==> src/rtl/operand_stage_pkg.sv <==
// Shared definitions for the operand (issue) stage: widths, register-0 constant,
// forwarding-select encoding and the registered operand bundle.
package operand_stage_pkg;

    localparam int XLEN   = 32;
    localparam int RA_W   = 5;
    localparam int CTRL_W = 8;

    localparam logic [RA_W-1:0] ZERO_REG = '0;

    typedef enum logic [1:0] {
        FWD_RF = 2'd0,
        FWD_EX = 2'd1,
        FWD_WB = 2'd2
    } fwd_sel_e;

    typedef struct packed {
        logic [XLEN-1:0]   op_a;
        logic [XLEN-1:0]   op_b;
        logic [XLEN-1:0]   imm;
        logic [XLEN-1:0]   pc;
        logic [RA_W-1:0]   rd;
        logic              rd_we;
        logic              is_load;
        logic [CTRL_W-1:0] ctrl;
    } op_bundle_t;

endpackage

==> src/rtl/operand_stage_fwd_mux.sv <==
// Per-operand bypass mux: picks EX result, WB data or register-file data.
// x0 is never bypassed so it always reads as the register-file value.
module fwd_mux
    import operand_stage_pkg::*;
(
    input  logic [RA_W-1:0] rs,
    input  logic [XLEN-1:0] rf_data,
    input  logic            ex_fwd_en,
    input  logic [RA_W-1:0] ex_rd,
    input  logic [XLEN-1:0] ex_result,
    input  logic            wb_we,
    input  logic [RA_W-1:0] wb_rd,
    input  logic [XLEN-1:0] wb_data,
    output logic [XLEN-1:0] value
);

    fwd_sel_e sel;

    always_comb begin
        sel = FWD_RF;
        if (rs != ZERO_REG) begin
            // EX is younger than WB, so its value wins.
            if (ex_fwd_en && (ex_rd == rs))
                sel = FWD_EX;
            else if (wb_we && (wb_rd == rs))
                sel = FWD_WB;
        end
    end

    always_comb begin
        value = rf_data;
        case (sel)
            FWD_EX:  value = ex_result;
            FWD_WB:  value = wb_data;
            default: value = rf_data;
        endcase
    end

endmodule

==> src/rtl/operand_stage.sv <==
// Issue stage: register-file read, EX/WB bypass, load-use stall and the
// ID/EX pipeline register behind a valid/ready handshake.
module operand_stage
    import operand_stage_pkg::*;
(
    input  logic              clk,
    input  logic              rst,
    input  logic              in_valid,
    output logic              in_ready,
    input  logic [RA_W-1:0]   in_rs1,
    input  logic [RA_W-1:0]   in_rs2,
    input  logic [RA_W-1:0]   in_rd,
    input  logic              in_use_rs1,
    input  logic              in_use_rs2,
    input  logic              in_rd_we,
    input  logic              in_is_load,
    input  logic [XLEN-1:0]   in_imm,
    input  logic [XLEN-1:0]   in_pc,
    input  logic [CTRL_W-1:0] in_ctrl,
    output logic [RA_W-1:0]   rf_rs1_addr,
    output logic [RA_W-1:0]   rf_rs2_addr,
    input  logic [XLEN-1:0]   rf_rs1_data,
    input  logic [XLEN-1:0]   rf_rs2_data,
    input  logic              ex_valid,
    input  logic              ex_rd_we,
    input  logic              ex_is_load,
    input  logic [RA_W-1:0]   ex_rd,
    input  logic [XLEN-1:0]   ex_result,
    input  logic              wb_we,
    input  logic [RA_W-1:0]   wb_rd,
    input  logic [XLEN-1:0]   wb_data,
    input  logic              flush,
    output logic              out_valid,
    input  logic              out_ready,
    output logic [XLEN-1:0]   out_op_a,
    output logic [XLEN-1:0]   out_op_b,
    output logic [XLEN-1:0]   out_imm,
    output logic [XLEN-1:0]   out_pc,
    output logic [RA_W-1:0]   out_rd,
    output logic              out_rd_we,
    output logic              out_is_load,
    output logic [CTRL_W-1:0] out_ctrl
);

    logic       ex_fwd_en;
    logic       ex_load_wr;
    logic       hazard;
    logic       adv;
    op_bundle_t d;
    op_bundle_t q;

    assign rf_rs1_addr = in_rs1;
    assign rf_rs2_addr = in_rs2;

    // A load's data is not ready in EX, so it is never bypassed from there.
    assign ex_fwd_en  = ex_valid & ex_rd_we & ~ex_is_load;
    assign ex_load_wr = ex_valid & ex_is_load & ex_rd_we & (ex_rd != ZERO_REG);

    assign hazard = in_valid & ex_load_wr &
                    ((in_use_rs1 & (ex_rd == in_rs1)) | (in_use_rs2 & (ex_rd == in_rs2)));

    assign adv      = ~out_valid | out_ready;
    assign in_ready = flush | (adv & ~hazard);

    fwd_mux u_fwd_a (
        .rs        (in_rs1),
        .rf_data   (rf_rs1_data),
        .ex_fwd_en (ex_fwd_en),
        .ex_rd     (ex_rd),
        .ex_result (ex_result),
        .wb_we     (wb_we),
        .wb_rd     (wb_rd),
        .wb_data   (wb_data),
        .value     (d.op_a)
    );

    fwd_mux u_fwd_b (
        .rs        (in_rs2),
        .rf_data   (rf_rs2_data),
        .ex_fwd_en (ex_fwd_en),
        .ex_rd     (ex_rd),
        .ex_result (ex_result),
        .wb_we     (wb_we),
        .wb_rd     (wb_rd),
        .wb_data   (wb_data),
        .value     (d.op_b)
    );

    assign d.imm     = in_imm;
    assign d.pc      = in_pc;
    assign d.rd      = in_rd;
    assign d.rd_we   = in_rd_we;
    assign d.is_load = in_is_load;
    assign d.ctrl    = in_ctrl;

    always_ff @(posedge clk or negedge rst) begin
        if (!rst) begin
            out_valid <= 1'b0;
            q         <= '0;
        end else if (flush) begin
            out_valid <= 1'b0;
        end else if (adv) begin
            // Hazard leaves a bubble; the instruction stays upstream for retry.
            if (hazard) begin
                out_valid <= 1'b0;
            end else if (in_valid) begin
                out_valid <= 1'b1;
                q         <= d;
            end else begin
                out_valid <= 1'b0;
            end
        end
    end

    assign out_op_a    = q.op_a;
    assign out_op_b    = q.op_b;
    assign out_imm     = q.imm;
    assign out_pc      = q.pc;
    assign out_rd      = q.rd;
    assign out_rd_we   = q.rd_we;
    assign out_is_load = q.is_load;
    assign out_ctrl    = q.ctrl;

endmodule

==> config.mk <==
export PLATFORM = sky130hd
export DESIGN_NAME = operand_stage
export DESIGN_NICKNAME = d
export VERILOG_FILES = /design/src/rtl/operand_stage_pkg.sv /design/src/rtl/operand_stage_fwd_mux.sv /design/src/rtl/operand_stage.sv
export SDC_FILE = /design/constraint.sdc
export NUM_CORES = 1
export LEC_CHECK = 0
export ABC_AREA = 1
export CORE_MARGIN = 5
export CORE_UTILIZATION = 30
export CTS_BUF_LIST = sky130_fd_sc_hd__clkbuf_4 sky130_fd_sc_hd__clkbuf_8
export CTS_CLUSTER_SIZE = 8
export DETAILED_ROUTE_END_ITERATION = 7
export PLACE_DENSITY_LB_ADDON = 0.08
export SETUP_SLACK_MARGIN = 0.4
export SYNTH_ARGS = -nofsm -noshare
export SYNTH_HDL_FRONTEND = slang
export SYNTH_SLANG_ARGS = --single-unit
==> constraint.sdc <==
create_clock -name clk -period 1.72 [get_ports clk]
set_input_delay 0.258 -clock clk [delete_from_list [all_inputs] [get_ports clk]]
set_output_delay 0.258 -clock clk [all_outputs]
set_load 0.005 [all_outputs]
After elaboration in Yosys (flattened, before gate mapping)
Cells that the tools add are included.

Equal/unequal tests: 8. Mux-type cells: 12. Bitwise gates (word level): 17. Reduce and logical (&&, ||, !) cells: 9.

Operator list (count): $pmux W32 S2 (2); $eq A5 B5 Y1 (4); $reduce_bool A5 Y1 (3); $mux W2 (6); $and A1 B1 Y1 (10); $eq A2 B1 Y1 const B (2); $eq A2 B2 Y1 const B (2); $logic_and A1 B1 Y1 (4); $mux W1 (4); $not A1 Y1 (4); $reduce_and A4 Y1 (1); $or A1 B1 Y1 (3); $reduce_bool A2 Y1 (1).

Register bits after elaboration: 144. Output and inout bits: 155. Word-level logic and storage cells: 55.

Depth between registers and ports, before layout
Gate-level depths: netlist of the first run.

Depth after elaboration: 8. Gate-level depth with buffers: 17. Depth with buffers taken out: 16.

Cells and area by module
A second synthesis of the first run with hierarchy kept.

Cell total of the unflattened synthesis: 1136. Area total of the unflattened synthesis: 8339.2 sq um.

By module, submodules not included: operand_stage (times used 1, cells an instance 711, area each 6194.7 sq um, sequential area each 3603.5 sq um); fwd_mux at u_fwd_b (times used 1, cells an instance 209, area each 1179.9 sq um, sequential area each 0.0 sq um); fwd_mux at u_fwd_a (times used 1, cells an instance 216, area each 964.7 sq um, sequential area each 0.0 sq um).

Least setup slack after synthesis of the first run
Ideal clock, no wire load.

Path kind: input -> register. Start: input in_rs1[3]. End: register q (netlist bit out_op_a[10]). Setup time: 0.067 ns. Arrival time: 1.921 ns. Data required time: 1.653 ns. Path slack: -0.267 ns. Stages on the path: 16. Cell sequence: inv_1 nand2_1 nand2_1 nor2_1 nand3_1 nor3_1 nand2_1 inv_1 ha_1 clkbuf_1 inv_1 clkbuf_1 nand2_1 nand2_1 nand4_1 nand2_1.

Cells in the longest elaborated chain, start to end: 7. Elaborated cells on any way between the ends: 16. Classes of those cells: eq/ne: 4; mux: 4; bitwise: 4; reduce/logical: 4.

Ends and longest elaborated chain: start, declared (line operand_stage.sv:10) `input logic [RA_W-1:0] in_rs1,`; $eq A5 B5 Y1 (line operand_stage_fwd_mux.sv:25) `else if (wb_we && (wb_rd == rs))`; $logic_and A1 B1 Y1 (line operand_stage_fwd_mux.sv:25); $mux W2 (line operand_stage_fwd_mux.sv:25); $mux W2 (line operand_stage_fwd_mux.sv:23) `if (ex_fwd_en && (ex_rd == rs))`; $mux W2 (line operand_stage_fwd_mux.sv:21) `if (rs != ZERO_REG) begin`; $eq A2 B2 Y1 / $eq A2 B1 Y1 (equally long branches) (line operand_stage_fwd_mux.sv:32) `case (sel)`; $pmux W32 S2 (line operand_stage_fwd_mux.sv:32); end signal, assigned (line operand_stage.sv:99) `q <= '0;`; end signal, assigned (line operand_stage.sv:108) `q <= d;`; end, declared (line operand_stage.sv:50) `op_bundle_t q;`.

Several ways; a longest one is shown, not always the timed one. A chain may end at the register's enable or synchronous reset.

Worst setup path in the final report of the first run
Start: input in_rs1[3]. End: register q (netlist bit out_op_a[23]).

Same word-level chain as after synthesis.

==> results list, run 1 <==
- Maximum root-to-sink buffer count: 2
- OpenSTA, run right after detailed placement, puts the worst setup slack at -0.901 ns.
- Pin count of the biggest net entering global routing: 72
* Wire per inst: 21.8 um
- In the post-synthesis netlist, the biggest area contributors are sky130_fd_sc_hd__dfrtp_1, sky130_fd_sc_hd__nand2_1, sky130_fd_sc_hd__nand4_1.
- Seq cells post-synth: 144
- In the routed layout, each cell is associated on average with a via count of 5.10.
- Most common library cell in the layout ignoring fill and taps: sky130_fd_sc_hd__nand2_1
- Count of synthesis-stage warnings from yosys: 0
* Wire length of the first global-routing pass: 61000 um
- Across all hold checks on the routed design, the worst slack comes to 0.234 ns.
- The via count of the first global-routing pass is 9749.
* Vias after detailed routing: 9846
* Final number of max-transition violations: 0
* Post-synthesis cell type count: 25
* TritonCTS clock tree: yes
- In this run the remaining antenna-violating nets after routing total 0.
- Cts bufs inserted: 17
- Area delta synth->final: 98.3%
* Layout cell share with drive strength beyond 1: 0.380
* # nets final: 1821
- Data required, critical path: 2.11 ns
* Area of all placed cells without fillers: 15700 um2
- Of the total power, registers draw 0.404.
- Overall power consumption after layout is estimated at 10.5 mW.
- Worst setup path category: primary input to flop
- Final Critical Period: 1.69 ns
- Combinational share of power: 0.342
- The floorplan step defined a die boundary enclosing 29800 um2.
- Setup TNS Final: 0 ns
- The worst pin sits at a relative slew slack of 0.760.
* Worst R2R Start: out_valid$_DFFE_PN0P_
* Clock slew at the register clock pins of the worst setup and hold paths: 0.10 ns
- Clock latency on the worst-skew pair, taken at its later pin, is 0.46 ns.
- STA puts the critical path data arrival time at 2.08 ns.
- Top-level port count: 393
* IR Drop Worst-Case VDD: 502 uV
- Synthesis produced a netlist with a net count of 1344.
- Summing all placed instances gives a cell area of 12500 um2.
- Setup skew after layout: 0.0206 ns
- In the synthesized netlist, the number of instances is 1102.
* Starting DRC count in detailed routing: 659
* Switching power of the nets: 3.57 mW
- In this run the cell area of the synthesized design comes to 7940 um2.
- Measured on the finished design, the core utilization comes to 0.604.
* Share of total power consumed by net switching: 0.339
- Setup repair after global routing missed its margin: true
* Clock tree root buffer cell: sky130_fd_sc_hd__clkbuf_8
- Max-cap violations in this run came to 0.
* Clk sinks: 144
- Actual slew at the worst max-slew pin: 0.360 ns
* Critical path startpoint category: primary input
* Setup slack on the worst flop-to-flop path: 0.13 ns
- Fin crit share: 0.981
- The run finished with clean final reports.
- Library cell with the largest summed area after synthesis: sky130_fd_sc_hd__dfrtp_1
- P_int: 6.97 mW
- Endpoint kind of the worst setup timing path: flop
* Crit Reg-Reg Endpoint: out_op_b[25]$_DFFE_PN0P_
- FF-to-FF path depth: 10
- Clk network pwr share: 0.255
- The H-tree generated during clock tree synthesis spans 4 levels.
- Core region area: 26100 um2
- Averaged over all synthesized cells, the footprint is 7.20 um2.
- Maximum operating frequency: 593 MHz
* Overall die width: 173 um
* Final Hold Viols: 0
- Global-route congestion overflow total: 0
- The path class of the tightest hold or removal check is primary input to asynchronous set/reset pin.
- Total power density per cell area: 670 nW/um2
- For this block, the routed nets add up to 42000 um of wire.
- Once placement completed, the tool counted placed cells totaling 1789.
- Portion of the post-synthesis area used by sequential elements: 0.454
- Of the post-synthesis cell area, the dominant cell type holds 0.454.
- Port Buffer Count: 392
- Setup violations remaining at the end of the flow were counted as 0.
- Leakage power summed over all cells: 8.54 nW
* Initial core utilization: 0.305
- Die boundary height: 173 um
* Remaining DRCs: 0
- Post-route setup slack: 0.0332 ns
- Highest net fanout along the worst path: 8
- For this run, the number of standard cells in the final layout without fillers is 1929.
* Antenna violations before repair: 8
- TritonRoute pass-1 iters: 7
- HPWL after detailed placement: 27000 um
- In the layout the commonest cells are sky130_fd_sc_hd__nand2_1, sky130_fd_sc_hd__clkdlybuf4s50_1, sky130_fd_sc_hd__nand4_1.
* Row Count: 59
- Total Routing Usage GR: 0.261
- The congestion estimate from routability-driven global placement came to 1.02.
timing repair:
| item | CTS | global route |
|---|---|---|
| buffers inserted | 40 | 28 |
| endpoints found under the hold margin | 94 | 0 |
| setup endpoints to repair | 299 | 208 |
| gates resized for setup | 699 | 315 |
| gates cloned | 31 | 6 |
| hold buffers | 1 | 0 |
| pin swaps | 136 | 87 |
sequential cells by signal, summed over array words and instances, names as in the netlist:
name / cells
out_valid: 1
out_op_a: 32
out_op_b: 32
out_pc: 32
out_is_load: 1
out_rd_we: 1
out_rd: 5
out_ctrl: 8
out_imm: 32
power groups by stage:
stage | logic, mW | registers [mW] | clock network [mW]
6_report | 3.60 | 4.26 | 2.69
5_1_grt | 3.88 | 4.32 | 2.90
4_1_cts | 3.31 | 4.20 | 2.75
3_5_place_dp | 3.07 | 4.25 | 0
3_3_place_gp | 3.06 | 4.25 | 0
2_1_floorplan | 0.877 | 4.28 | 0
logic make-up (layout without fill, tap and decap cells):
| logic type | count (synthesis) | after routing | share of synthesized area |
|---|---|---|---|
| other | 0 | 2 | 0 |
| buffers and inverters | 193 | 683 | 0.102 |
| adder cells (fa/ha/maj) | 4 | 4 | 0.00631 |
| XOR/XNOR | 6 | 6 | 0.00662 |
| AND/OR/NAND/NOR | 684 | 684 | 0.375 |
| AO/OA/AOI/OAI | 71 | 71 | 0.0560 |
| flip-flops | 144 | 144 | 0.454 |
critical path, cell delays in order:
cell and delay [ns]:
sky130_fd_sc_hd__buf_4 0.13, sky130_fd_sc_hd__inv_2 0.05, sky130_fd_sc_hd__buf_4 0.10, sky130_fd_sc_hd__or2_2 0.10, sky130_fd_sc_hd__nand3_2 0.06, sky130_fd_sc_hd__nor3_2 0.19, sky130_fd_sc_hd__nand2_2 0.09, sky130_fd_sc_hd__inv_2 0.08
sky130_fd_sc_hd__ha_4 0.14, sky130_fd_sc_hd__inv_4 0.04, sky130_fd_sc_hd__buf_6 0.12, sky130_fd_sc_hd__buf_12 0.12, sky130_fd_sc_hd__buf_16 0.14, sky130_fd_sc_hd__o22ai_2 0.14, sky130_fd_sc_hd__nand2_1 0.07, sky130_fd_sc_hd__nand2_1 0.07
sky130_fd_sc_hd__nand4_1 0.10, sky130_fd_sc_hd__nand2_1 0.09
worst max path at each step:
stage               startpoint                       end  slack (ns)  cells after the start
global route         in_rs1[3]   out_op_a[7]$_DFFE_PN0P_       -0.07                     18
floorplan            in_rs1[0]  out_op_a[14]$_DFFE_PN0P_       -0.04                     14
finish               in_rs1[3]  out_op_a[23]$_DFFE_PN0P_        0.03                     18
global placement      ex_rd[1]  out_op_a[15]$_DFFE_PN0P_       -0.90                     18
CTS                   ex_rd[0]   out_op_a[7]$_DFFE_PN0P_       -0.03                     18
detailed placement    ex_rd[1]  out_op_a[15]$_DFFE_PN0P_       -0.90                     18
routing by layer:
layer / global-route usage / wire, um
met5: 0 / 89
met4: 0.0685 / 1140
met3: 0.0841 / 3170
met2: 0.442 / 20500
met1: 0.321 / 17000
layout make-up:
class	count	area [um2]
repair buffers	552	5950
clock inverters	14	120
inverters	96	409
flip-flops and latches	144	3600
repair inverters	3	60.1
diodes	2	5.00
fillers	2300	10300
multi-input cells	765	4930
clock buffers	18	248
well taps	335	419
cell usage after synthesis, drive strengths merged:
cell type and number:
inv 96, dfrtp 144, xor2 2, a21o 1, nand4 148, xnor2 4, o21ai 1, nand3 6
a211oi 1, o22ai 67, nor2 12, nor3 5, ha 4, nand2 512, or2 1, a21oi 1
buf 43, clkbuf 54
Note: power is estimated with default switching activity, not from simulation.
==> run 2, diff against run 1 <==
- SETUP_SLACK_MARGIN: 0.4 -> 0.2
==> results list, run 2 (synthesis gave the netlist of run 1 again) <==
- The flow ran to the end, and the final reports show no timing, DRC or antenna violations.
- Remaining DRCs: 0
- The worst path meets setup with 0.0168 ns of slack.
- Most common library cell in the layout ignoring fill and taps: sky130_fd_sc_hd__nand2_1
- After global routing the overflow that remains totals 0.
- The detail route stage leaves a number of antenna-violating nets equal to 0.
- STA classifies the critical path startpoint as a primary input.
* Switching power of the nets: 3.23 mW
* Combinational share of power: 0.310
- Clock tree synthesis found a total of 144 sinks.
* Met3 track demand over resource in global routing: 0.0729
- The routed layout has 9578 vias.
* HP Class: primary input to asynchronous set/reset pin
- During I/O placement, the number of pins put on the boundary was 393.
- The global routing stage identified its most utilized layer as met2.
- Routability congestion estimate from global placement: 0.874
- Final number of max-transition violations: 0
* Maximum root-to-sink buffer count: 2
- From left edge to right edge, the die measures 173 um.
- Headroom to the max-slew limit came out at 0.625.
* Power Total: 10.1 mW
- For this design, the slowest cell found on the critical path is sky130_fd_sc_hd__ha_4.
* Final Hold Viols: 0
- Fillers: 2470
* Cts bufs inserted: 17
- Relative to the synthesized area, the layout overhead comes to 86.8%.
* Number of global-route vias before repair: 9509
- Clock slew at the register clock pins of the worst setup and hold paths: 0.09 ns
- Cell chain of the critical path: buf_8 -> xor2_2 -> nor2_2 -> nand3_2 -> nor3_4 -> inv_1 -> nand2_2 -> buf_6 -> ha_4 -> buf_6 -> inv_12 -> buf_12 -> nand2_2 -> nand2_1 -> nand4_1 -> nand2_1
- Die boundary height: 173 um
- Endpoint kind of the worst setup timing path: flop
* Wire per inst: 20.6 um
- Setup total negative slack on the finished layout was measured at 0 ns.
- On the final layout, the worst clock skew is 0.0201 ns.
- Multi-input gate area: 4240 um2
* Overall routed net length: 39300 um
- Register area: 3600 um2
* IR Drop Worst-Case VDD: 416 uV
- TritonCTS clock tree: yes
* Layout cell share with drive strength beyond 1: 0.213
* HPWL after detailed placement: 25500 um
- Subtracting the final worst setup slack from the clock period gives 1.70 ns.
- Row Count: 59
- Critical path buffers and inverters: 6
- Antenna violations before repair: 4
- Before CTS, the worst setup slack after placement is -0.936 ns.
- The count of buffers added on input and output ports is 392.
- Share of total power consumed by net switching: 0.320
* Clk network pwr share: 0.276
* Fin crit share: 0.990
* Clock tree root buffer cell: sky130_fd_sc_hd__clkbuf_8
* Leakage power summed over all cells: 7.75 nW
* Final setup vio count: 0
- Pin count of the biggest net entering global routing: 68
- Static timing analysis puts the maximum clock frequency at 587 MHz.
- Wire length of the first global-routing pass: 56800 um
* Number of vias per cell: 5.03
* Delay of the slowest cell on the worst path: 0.22 ns
* P_int: 6.84 mW
* Worst Path Arrival: 2.10 ns
- For this design the ratio of total power to cell area is 679 nW/um2.
* Starting DRC count in detailed routing: 656
- At the later pin of the worst-skew pair, clock insertion delay measures 0.46 ns.
* Core region area: 26100 um2
* Data required, critical path: 2.11 ns
- The H-tree was split into 4 levels.
- The die covers 29800 um2.
- The kind of cell with the highest combined delay along the critical path is simple AND/OR/NAND/NOR gates.
- Setup repair after global routing missed its margin: true
- In the final design database the tool counted 1796 nets.
- For this run, global-route usage on met2 was measured as 0.400.
- Highest net fanout along the worst path: 6
- For the pin with the worst max-slew slack, the measured transition is 0.563 ns.
- Commonest non-fill, non-tap cells in the layout: sky130_fd_sc_hd__nand2_1, sky130_fd_sc_hd__clkdlybuf4s50_1, sky130_fd_sc_hd__nand4_1
* TritonRoute pass-1 iters: 7
* Total Routing Usage GR: 0.238
* Number of max-cap violations: 0
* Initial core utilization: 0.305
* Proportion of power drawn by flip-flops and latches: 0.414
- The worst setup path is of the primary input to flop kind.
* Setup slack on the worst flop-to-flop path: 0.25 ns
- For met1 alone, demand over resource in global routing was 0.297.
## run 2: changes by cell type in the layout (fill, tap and decap cells not counted), sizes merged, moves of 2 or more
cell          change
dlygate4sd2     +146
buf             -117
dlymetal6s2s     -36
clkbuf           -14
inv               -7
bufbuf            -2
clkinv            +2
## run 2: worst register-to-register path, stage by stage, from the launching register on
cell and delay, ns:
sky130_fd_sc_hd__dfrtp_1 0.43, sky130_fd_sc_hd__nand2_4 0.09, sky130_fd_sc_hd__buf_4 0.17, sky130_fd_sc_hd__nand3_4 0.17
sky130_fd_sc_hd__buf_12 0.21, sky130_fd_sc_hd__clkbuf_16 0.18, sky130_fd_sc_hd__nand2_1 0.06, sky130_fd_sc_hd__nand2_1 0.05
## run 2: stage by stage
step | instance area [um2] | hold slack (ns) | instances | util
5_1_grt | 14800 | 0.313 | 1903 | 0.569
6_report | 14800 | 0.343 | 1904 | 0.569
3_3_place_gp | 12600 | 0.272 | 1800 | 0.484
3_5_place_dp | 12600 | 0.275 | 1800 | 0.484
4_1_cts | 14000 | 0.324 | 1874 | 0.536
2_1_floorplan | 8070 | -0.0376 | 1102 | -
## run 2: routing by layer
metal,part of all wire,wire (um),up-vias
li1,-,-,4542
met1,0.41,16100,4567
met2,0.49,19100,410
met3,0.084,3290,53
met4,0.018,724,6
met5,0.00071,28,-
## run 2: worst paths after layout
check | start | to | cells after the start
worst max-delay path | ex_rd[0] | out_op_a[19]$_DFFE_PN0P_ | 16
worst min-delay path | rst | out_imm[19]$_DFFE_PN0P_ | 2
worst max register to register | out_valid$_DFFE_PN0P_ | out_op_b[22]$_DFFE_PN0P_ | 7
worst min register to register | out_imm[1]$_DFFE_PN0P_ | out_imm[1]$_DFFE_PN0P_ | 2
max in group asynchronous | rst | out_pc[11]$_DFFE_PN0P_ | 3
min in group clk | in_pc[2] | out_pc[2]$_DFFE_PN0P_ | 3
## run 2: timing repair
action / 4_1_cts / 5_1_grt
resized for setup: 419 / 74
hold endpoints to repair: 42 / 0
cloned: 14 / 24
hold buffers: 1 / 0
buffers inserted: 27 / 4
pin swaps: 110 / 63
setup endpoints to repair: 299 / 134
## run 2: power by group through the flow
stage               clock network [mW]  registers [mW]  logic [mW]
floorplan                            0            4.28       0.868
finish                            2.78            4.17        3.12
detailed placement                   0            4.25        3.06
CTS                               2.86            4.17        2.92
global route                      3.00            4.24        3.39
global placement                     0            4.25        3.05
## run 2: cell type report
class,instances,share of cell area
diodes,2,0.000337
clock buffers,18,0.0167
clock inverters,14,0.00970
inverters,96,0.0278
multi-input cells,765,0.286
flip-flops and latches,144,0.243
well taps,335,0.0283
repair buffers,530,0.388
==> run 3, diff against run 2 <==
- CORE_ASPECT_RATIO: unset -> 0.6
==> results list, run 3 (synthesis gave the netlist of run 1 again) <==
- In this run, CTS created clock tree buffers numbering 17.
* Global-route congestion overflow total: 0
* Cell chain of the critical path: buf_12 -> xnor2_4 -> nand4_1 -> nor3_2 -> nand2_2 -> buf_6 -> ha_4 -> clkinv_8 -> buf_12 -> nand2_1 -> nand2_1 -> nand4_1 -> nand2_1
- Dividing the final minimum period by the clock period gives 0.998.
- Final number of max-transition violations: 0
* Final Hold Viols: 0
* Top-level port count: 393
- Status: complete, no violations
* Final setup vio count: 0
- The initial utilization of the core area, before any placement, comes to 0.302.
* Worst hold margin: 0.223 ns
* Clock tree root buffer cell: sky130_fd_sc_hd__clkbuf_8
- The die is 136 um tall.
- The layout has 2317 filler cells.
- Max-slew headroom at the worst pin: 0.744
- Total placed cells including tap cells: 1819
- Worst Path Arrival: 2.10 ns
- Routability congestion estimate from global placement: 0.935
- HP Class: primary input to asynchronous set/reset pin
- Using the TritonRoute via totals, the vias-per-cell ratio works out to 5.12.
* Maximum root-to-sink buffer count: 2
* TritonCTS clock tree: yes
- Number of global-route vias before repair: 9651
* Pin count of the biggest net entering global routing: 46
- Overall routed net length: 44500 um
- Actual slew at the worst max-slew pin: 0.384 ns
- The initialized floorplan defines 46 standard-cell rows.
- Wire per inst: 23.1 um
- Full die area: 29900 um2
* Leakage power summed over all cells: 7.93 nW
- Across the routed clock network, the largest skew measured is 0.0194 ns.
* Clk sinks: 144
- For this design, the slowest cell found on the critical path is sky130_fd_sc_hd__ha_4.
* Endpoint kind of the worst setup timing path: flop
- The critical path is of the primary input to flop type.
- Starting DRC count in detailed routing: 685
- Total power density per cell area: 690 nW/um2
* Most common library cell in the layout ignoring fill and taps: sky130_fd_sc_hd__nand2_1
- The smallest clock period supported by the final layout is computed as 1.72 ns.
* IR Drop Worst-Case VDD: 501 uV
* Overall die width: 220 um
* H-tree depth reported by CTS: 4
* Non-filler cells, final: 1926
* # nets final: 1793
- Delay of the slowest cell on the worst path: 0.34 ns
- The routed layout has 9864 vias.
- For this run, the detailed router's first-pass iteration total came to 5.
- After floorplanning, the core was sized to cover 26200 um2.
- Clock-pin slew was measured on the worst setup and hold paths at 0.09 ns.
- In this run the remaining antenna-violating nets after routing total 0.
- Setup repair after global routing missed its margin: true
* Utilization of the core after routing: 0.607
- Layout cell share with drive strength beyond 1: 0.273
- Of all nets on the critical path, the largest fanout is 6.
- Total Routing Usage GR: 0.273
- Antenna violations before repair: 3
- The library cells used most frequently in the layout, excluding fill and tap cells, are sky130_fd_sc_hd__nand2_1, sky130_fd_sc_hd__clkdlybuf4s50_1, sky130_fd_sc_hd__nand4_1.
- The first global-routing pass estimated 61400 um of wire.
* Clock latency on the worst-skew pair: 0.50 ns
- In this design, the critical path's most frequently occurring cell is sky130_fd_sc_hd__nand2_1.
- For this run, design rule violations remaining after detail routing come to 0.
* Critical path startpoint category: primary input
- Port buffering added 392 buffers.
- HPWL after detailed placement: 26700 um
- From synthesis to final layout, the design area changed by 101%.
- Data required, critical path: 2.11 ns
- Timing would allow up to 583 MHz.
* Number of max-cap violations: 0
==> run 3: cell types whose count changed in the layout (fill, tap and decap cells not counted), sizes merged <==
cell / delta
buf: -3
bufinv: +5
clkbuf: -1
clkdlybuf4s15: +5
clkdlybuf4s50: -2
clkinv: +4
clkinvlp: -3
dlygate4sd2: -5
dlymetal6s2s: +2
inv: -5
==> run 3: power by group <==
group	switching, mW	total (mW)	internal [mW]
combinational	1.55	3.36	1.81
clock	1.50	3.43	1.93
sequential	0.309	4.21	3.90
==> run 3: final cells by class <==
cell class	count	area [um2]	share of cell area
clock inverters	13	233	0.0146
repair inverters	2	22.5	0.00141
clock buffers	19	255	0.0160
inverters	96	433	0.0272
repair buffers	525	6050	0.380
diodes	2	5.00	0.000314
flip-flops and latches	144	3600	0.226
multi-input cells	765	4890	0.307
well taps	360	450	0.0283
==> run 3: final timing paths <==
kind,from,slack (ns),cells past startpoint,to
worst max-delay path,in_rs1[0],0.003,13,out_op_a[24]$_DFFE_PN0P_
worst min-delay path,rst,0.22,2,out_op_a[14]$_DFFE_PN0P_
worst max register to register,out_valid$_DFFE_PN0P_,0.23,8,out_op_a[3]$_DFFE_PN0P_
worst min register to register,out_op_a[30]$_DFFE_PN0P_,0.47,2,out_op_a[30]$_DFFE_PN0P_
max in group asynchronous,rst,0.89,3,out_pc[15]$_DFFE_PN0P_
min in group clk,in_pc[9],0.32,3,out_pc[9]$_DFFE_PN0P_
==> run 3: stage by stage <==
stage | power [mW] | setup TNS [ns] | setup slack [ns] | cell area, um2
after floorplan | 5.15 | -1.32 | -0.0439 | 8070
after global placement | 7.32 | -118.21 | -1.10 | 12700
after detailed placement | 7.33 | -116.73 | -1.08 | 12700
after CTS | 10.7 | 0 | 0.0503 | 14800
after global routing | 11.5 | -0.284 | -0.0620 | 15900
final | 11.0 | 0 | 0.00345 | 15900
==> run 3: timing repair <==
action | 4_1_cts | 5_1_grt
gates cloned | 24 | 18
hold buffers | 1 | 0
setup buffers | 25 | 5
gates resized for setup | 489 | 180
setup endpoints to repair | 299 | 148
endpoints found under the hold margin | 33 | 0
pin swaps | 203 | 127
==> run 3: worst max-delay path, delay by kind of cell <==
family,cells,cell delay [ns]
AND/OR/NAND/NOR,7,0.80
adder cells (fa/ha/maj),1,0.34
XOR/XNOR,1,0.17
buffers and inverters,4,0.51
==> run 3: metal layers <==
metal | track usage | wire length, um | up-vias
met5 | 0 | 11 | -
met4 | 0.0724 | 1190 | 2
met3 | 0.0919 | 4270 | 71
met2 | 0.413 | 20100 | 432
met1 | 0.376 | 18900 | 4806
li1 | - | - | 4553
==> variant 1 (config.mk and constraints of run 1) <==
`ZERO_REG`: '0 -> 1.
--- a/src/rtl/operand_stage_pkg.sv
+++ b/src/rtl/operand_stage_pkg.sv
@@ -6,7 +6,7 @@
     localparam int RA_W   = 5;
     localparam int CTRL_W = 8;
 
-    localparam logic [RA_W-1:0] ZERO_REG = '0;
+    localparam logic [RA_W-1:0] ZERO_REG = 1;
 
     typedef enum logic [1:0] {
         FWD_RF = 2'd0,
Behaviour: not the same (a bounded check fails within 4 cycles, from zero or initial values and one cycle with rst low).
==> variant 1 against run 1 <==
The flow now finishes with violations (negative setup slack); routed wire length increased by 1.6%; total power increased by 1.2%; sequential power decreased by 0.9%; largest cell class unchanged; synthesized cell count decreased by 0.54%; critical path depth decreased by 3; area after synthesis decreased by 0.22%; setup slack got worse by 0.074 ns; cell area increased by 4.7%; critical endpoint is now out_op_a[0]; sequential cell count unchanged; core utilization increased by 2.8 points; critical path type unchanged.
==> variant 1: results (changes against run 1) <==
stage;metric;value;unit;change
place;dpl-instance-area;12800;sq um;+1.9%
synthesis;synthAdderAreaFrac;0.00632;;+0.0000139
clocking;cts_resized;356;;-49%
routing;wirelength;42.7;mm;+1.6%
worst_setup_path;startpoint_type;input pin;;
sta;fin_skew;0.0167;ns;-0.00389 ns
global_routing;grt_max_degree;48;;-33%
synthesis;yosys_warnings;0;;unchanged
global_routing;grt_pass1_wl;60.5;mm;-0.89%
global_routing;grt.total_usage;0.266;;+0.00579
clocking;cts_setup_buffers;26;;-35%
routing;route.detailed.vias_per_inst;5.10;;-0.16%
synthesis;synthTopCellsByCount;nand2_1, nand4_1, dfrtp_1, inv_1, o22ai_1;;
clocking;cts_buffers;17;;unchanged
worst_setup_path;ff2ff_path_depth;9;;-1
worst_setup_path;worstPathArrival;2.15;ns;+0.07 ns
synthesis;synth-compound-area-share;0.0569;;+0.000914
place;io_buffers;392;;unchanged
clocking;clk_latency;0.46;ns;about the same
routing;ant_nets;0;;unchanged
synthesis;syn_area_per_cell;7.23;sq um;+0.33%
synthesis;netlist_top_cells_area;dfrtp_1, nand2_1, nand4_1;;
power_and_ir_drop;peakVddDrop;0.443;mV;-12%
outcome;outcome;finished, violations left;;
sta;fin_tns_setup;-0.430;ns;-0.430 ns
global_routing;antenna_found_initial;2;;-6
synthesis;syn_nets;1338;;-0.45%
min_path;hp-class;in2async;;
sta;finalSetupViolCount;28;;+28
layout;finalNetCount;1874;;+2.9%
clocking;ctsLongestPathBuffers;2;;unchanged
worst_setup_path;crit_fanout;8;;unchanged
outcome;violations;negative setup slack;;
power_and_ir_drop;net-switching-power;3.59;mW;+0.46%
place;dp_slack;-0.995;ns;-0.0938 ns
clocking;htreeDepth;4;;unchanged
place;dp_cells;1812;;+1.3%
clocking;root_buffer;clkbuf_8;;
layout;n_antenna_cell;0;;-2
worst_setup_path;cpMaxStageDelayCell;ha_4;;
place;hpwlAfterDp;26.1;mm;-3.2%
layout;drive_gt1_frac;0.380;;about the same
place;place_congestion;0.879;;-14%
routing;num_vias;10100;;+2.5%
sta;worstMarginPinSlew;0.402;ns;+0.0415 ns
sta;setup_ws;-0.0409;ns;-0.0740 ns
synthesis;ys_types;27;;+8.0%
synthesis;synth_mux_area_frac;0;;unchanged
routing;dr.pass1.iters;7;;unchanged
synthesis;yosysSeqAreaShare;0.455;;+0.00100
routing;drt-initial-drc-count;743;;+13%
synthesis;synth_xor_area_frac;0.00885;;+0.00223
power_and_ir_drop;leakage;8.81;nW;+3.2%
worst_setup_path;cpPeakStageDelay;0.38;ns;+0.19 ns
[variant 1: changes by cell type after synthesis, sizes merged, moves of 2 or more]
cell,before,now
o22ai,67,65
xnor2,4,6
nand2,512,508
nor2,12,9
[variant 1: worst max-delay path, delay by kind of cell]
family	cells	cell delay, ns
AND/OR/NAND/NOR	7	0.66
buffers and inverters	6	0.70
adder cells (fa/ha/maj)	1	0.38
XOR/XNOR	1	0.14
[variant 1: worst paths after layout]
check	startpoint	end	slack [ns]
worst max-delay path	wb_rd[4]	out_op_a[0]	-0.04
worst min-delay path	rst	out_pc[13]	0.29
worst max register to register	out_valid	out_op_a[0]	0.14
worst min register to register	out_imm[5]	out_imm[5]	0.47
max in group asynchronous	rst	out_op_b[25]	0.74
min in group clk	in_pc[11]	out_pc[11]	0.35
[variant 1: final cells by class]
| type | instances | area (sq um) |
|---|---|---|
| fill | 2236 | 9580 |
| timing repair buffer | 614 | 6830 |
| multi-input combinational | 760 | 4840 |
| sequential | 144 | 3600 |
| tap | 335 | 419 |
| inverter | 95 | 412 |
| clock buffer | 17 | 234 |
| clock inverter | 15 | 141 |
[variant 1: metal layers]
layer,part of all wire,global-route usage,up-vias
met5,0.00075,0,-
met4,0.030,0.0868,4
met3,0.085,0.0743,83
met2,0.49,0.443,445
met1,0.39,0.335,4861
li1,-,-,4697
[variant 1: power groups by stage]
stage / logic [mW] / registers (mW) / clock network, mW
CTS: 3.55 / 4.19 / 2.75
global route: 4.05 / 4.28 / 2.90
global placement: 3.12 / 4.24 / 0
detailed placement: 3.11 / 4.25 / 0
floorplan: 0.864 / 4.28 / 0
finish: 3.76 / 4.22 / 2.69
==> variant 2 (flow settings as in run 1) <==
Made on the original files. Make the reset (`rst`) synchronous in one clocked block.
--- a/src/rtl/operand_stage.sv
+++ b/src/rtl/operand_stage.sv
@@ -93,7 +93,7 @@
     assign d.is_load = in_is_load;
     assign d.ctrl    = in_ctrl;
 
-    always_ff @(posedge clk or negedge rst) begin
+    always_ff @(posedge clk) begin
         if (!rst) begin
             out_valid <= 1'b0;
             q         <= '0;
Function: changed (a bounded check fails within 4 cycles, from zero or initial values and one cycle with rst low; the reset may be asserted at any time).
==> variant 2 against run 1 <==
Total power decreased by 9.9%; cell area is 6.0% higher; sequential share of layout area shrank 5.5 points; maximum frequency is 12% lower; sequential cell count unchanged; core utilization down 5.4 points; routed wire length is 3.2% lower; critical path depth decreased by 1; setup slack got worse by 0.23 ns; area after synthesis is 15% higher; clock skew shrank 0.0060 ns; register-to-register slack better by 0.11 ns; the flow now finishes with violations (negative setup slack).
==> variant 2: results (changes against run 1) <==
stage;metric;value;unit;change
power_and_ir_drop;peakVddDrop;0.354;mV;-29%
routing;drt-initial-drc-count;443;;-33%
power_and_ir_drop;comb-power;2.84;mW;-21%
synthesis;syn_nets;1742;;+30%
power_and_ir_drop;leakage;9.65;nW;+13%
synthesis;synth-main-ff-cell;dfxtp_1;;
layout;drive_gt1_frac;0.210;;-0.170
routing;wl_met1;17.3;mm;+1.5%
power_and_ir_drop;power_density;569;nW/um^2;-15%
sta;maxSlewHeadroom;0.757;;-0.00341
routing;dr.max_layer_used;met5;;
worst_setup_path;cpPeakStageDelay;0.32;ns;+0.13 ns
power_and_ir_drop;power_frac_clock;0.312;;+0.057
place;dp_cells;2261;;+26%
clocking;clk_latency;0.46;ns;about the same
synthesis;synth_xor_area_frac;0.00191;;-0.00471
global_routing;grt_pass1_vias;10300;;+5.7%
outcome;violations;negative setup slack;;
synthesis;netlist_top_cells_area;dfxtp_1, inv_1, nand2_1;;
worst_setup_path;crit_fanout;4;;-4
synthesis;synthTopCellsByCount;inv_1, nand2_1, nor2_1, nand4_1, dfxtp_1;;
clocking;cts_setup_buffers;34;;-15%
synthesis;synth_mux_area_frac;0.0699;;+0.0699
layout;n_fill_cell;2982;;+30%
global_routing;grt.total_usage;0.224;;-0.0363
synthesis;synthAdderAreaFrac;0.00546;;-0.000841
place;place_congestion;0.855;;-16%
clocking;cts_resized;376;;-46%
clocking;htreeDepth;4;;unchanged
power_and_ir_drop;net-switching-power;2.85;mW;-20%
routing;wl_met2;19.7;mm;-4.1%
global_routing;grt_pass1_wl;59.4;mm;-2.6%
synthesis;ys_async_sr_fraction;0;;-1.00
routing;wirelength;40.6;mm;-3.2%
place;dpl-instance-area;14100;sq um;+12%
synthesis;yosysSeqAreaShare;0.315;;-0.139
place;io_buffers;392;;unchanged
routing;route.detailed.vias_per_inst;4.50;;-12%
layout;fin_cells;2374;;+23%
sta;setup_ws;-0.199;ns;-0.232 ns
routing;met3_wirelength;2.59;mm;-18%
sta;fin_tns_setup;-8.14;ns;-8.14 ns
global_routing;grt_max_degree;63;;-13%
min_path;hp-class;in2reg;;
sta;fin_skew;0.0146;ns;-0.00597 ns
worst_setup_path;cpMaxStageDelayCell;ha_4;;
global_routing;antenna_found_initial;10;;+2
synthesis;synth-compound-area-share;0.0514;;-0.00460
sta;finalSetupViolCount;64;;+64
layout;finalNetCount;2199;;+21%
synthesis;yosys_warnings;0;;unchanged
synthesis;ys_types;27;;+8.0%
routing;dr.pass1.iters;5;;-2
worst_setup_path;cp_top_family;buffers and inverters;;
place;dp_slack;-1.05;ns;-0.152 ns
place;hpwlAfterDp;26.9;mm;-0.35%
synthesis;synth_cells;1500;;+36%
worst_setup_path;worstPathArrival;2.28;ns;+0.20 ns
outcome;outcome;finished, violations left;;
[variant 2: final timing paths]
path / start / to / cells past startpoint / slack (ns)
min reg2reg: out_op_b[1] / out_op_b[1] / 4 / 0.51
min: rst / out_imm[31] / 3 / 0.19
max reg2reg: out_valid / out_op_b[0] / 9 / 0.24
max: wb_rd[1] / out_op_a[16] / 17 / -0.20
[variant 2: final cells by class]
| class | instances | area, sq um | area share |
|---|---|---|---|
| antenna | 9 | 22.5 | 0.00135 |
| clock buffer | 19 | 249 | 0.0149 |
| clock inverter | 12 | 161 | 0.00968 |
| inverter | 464 | 1820 | 0.109 |
| multi-input combinational | 784 | 4590 | 0.275 |
| sequential | 144 | 2900 | 0.174 |
| tap | 396 | 495 | 0.0297 |
| timing repair buffer | 546 | 6440 | 0.386 |
[variant 2: layer usage]
metal / GRT usage / vias to the layer above
li1: - / 5443
met1: 0.282 / 4897
met2: 0.375 / 295
met3: 0.0562 / 51
met4: 0.0781 / 2
met5: 0 / -
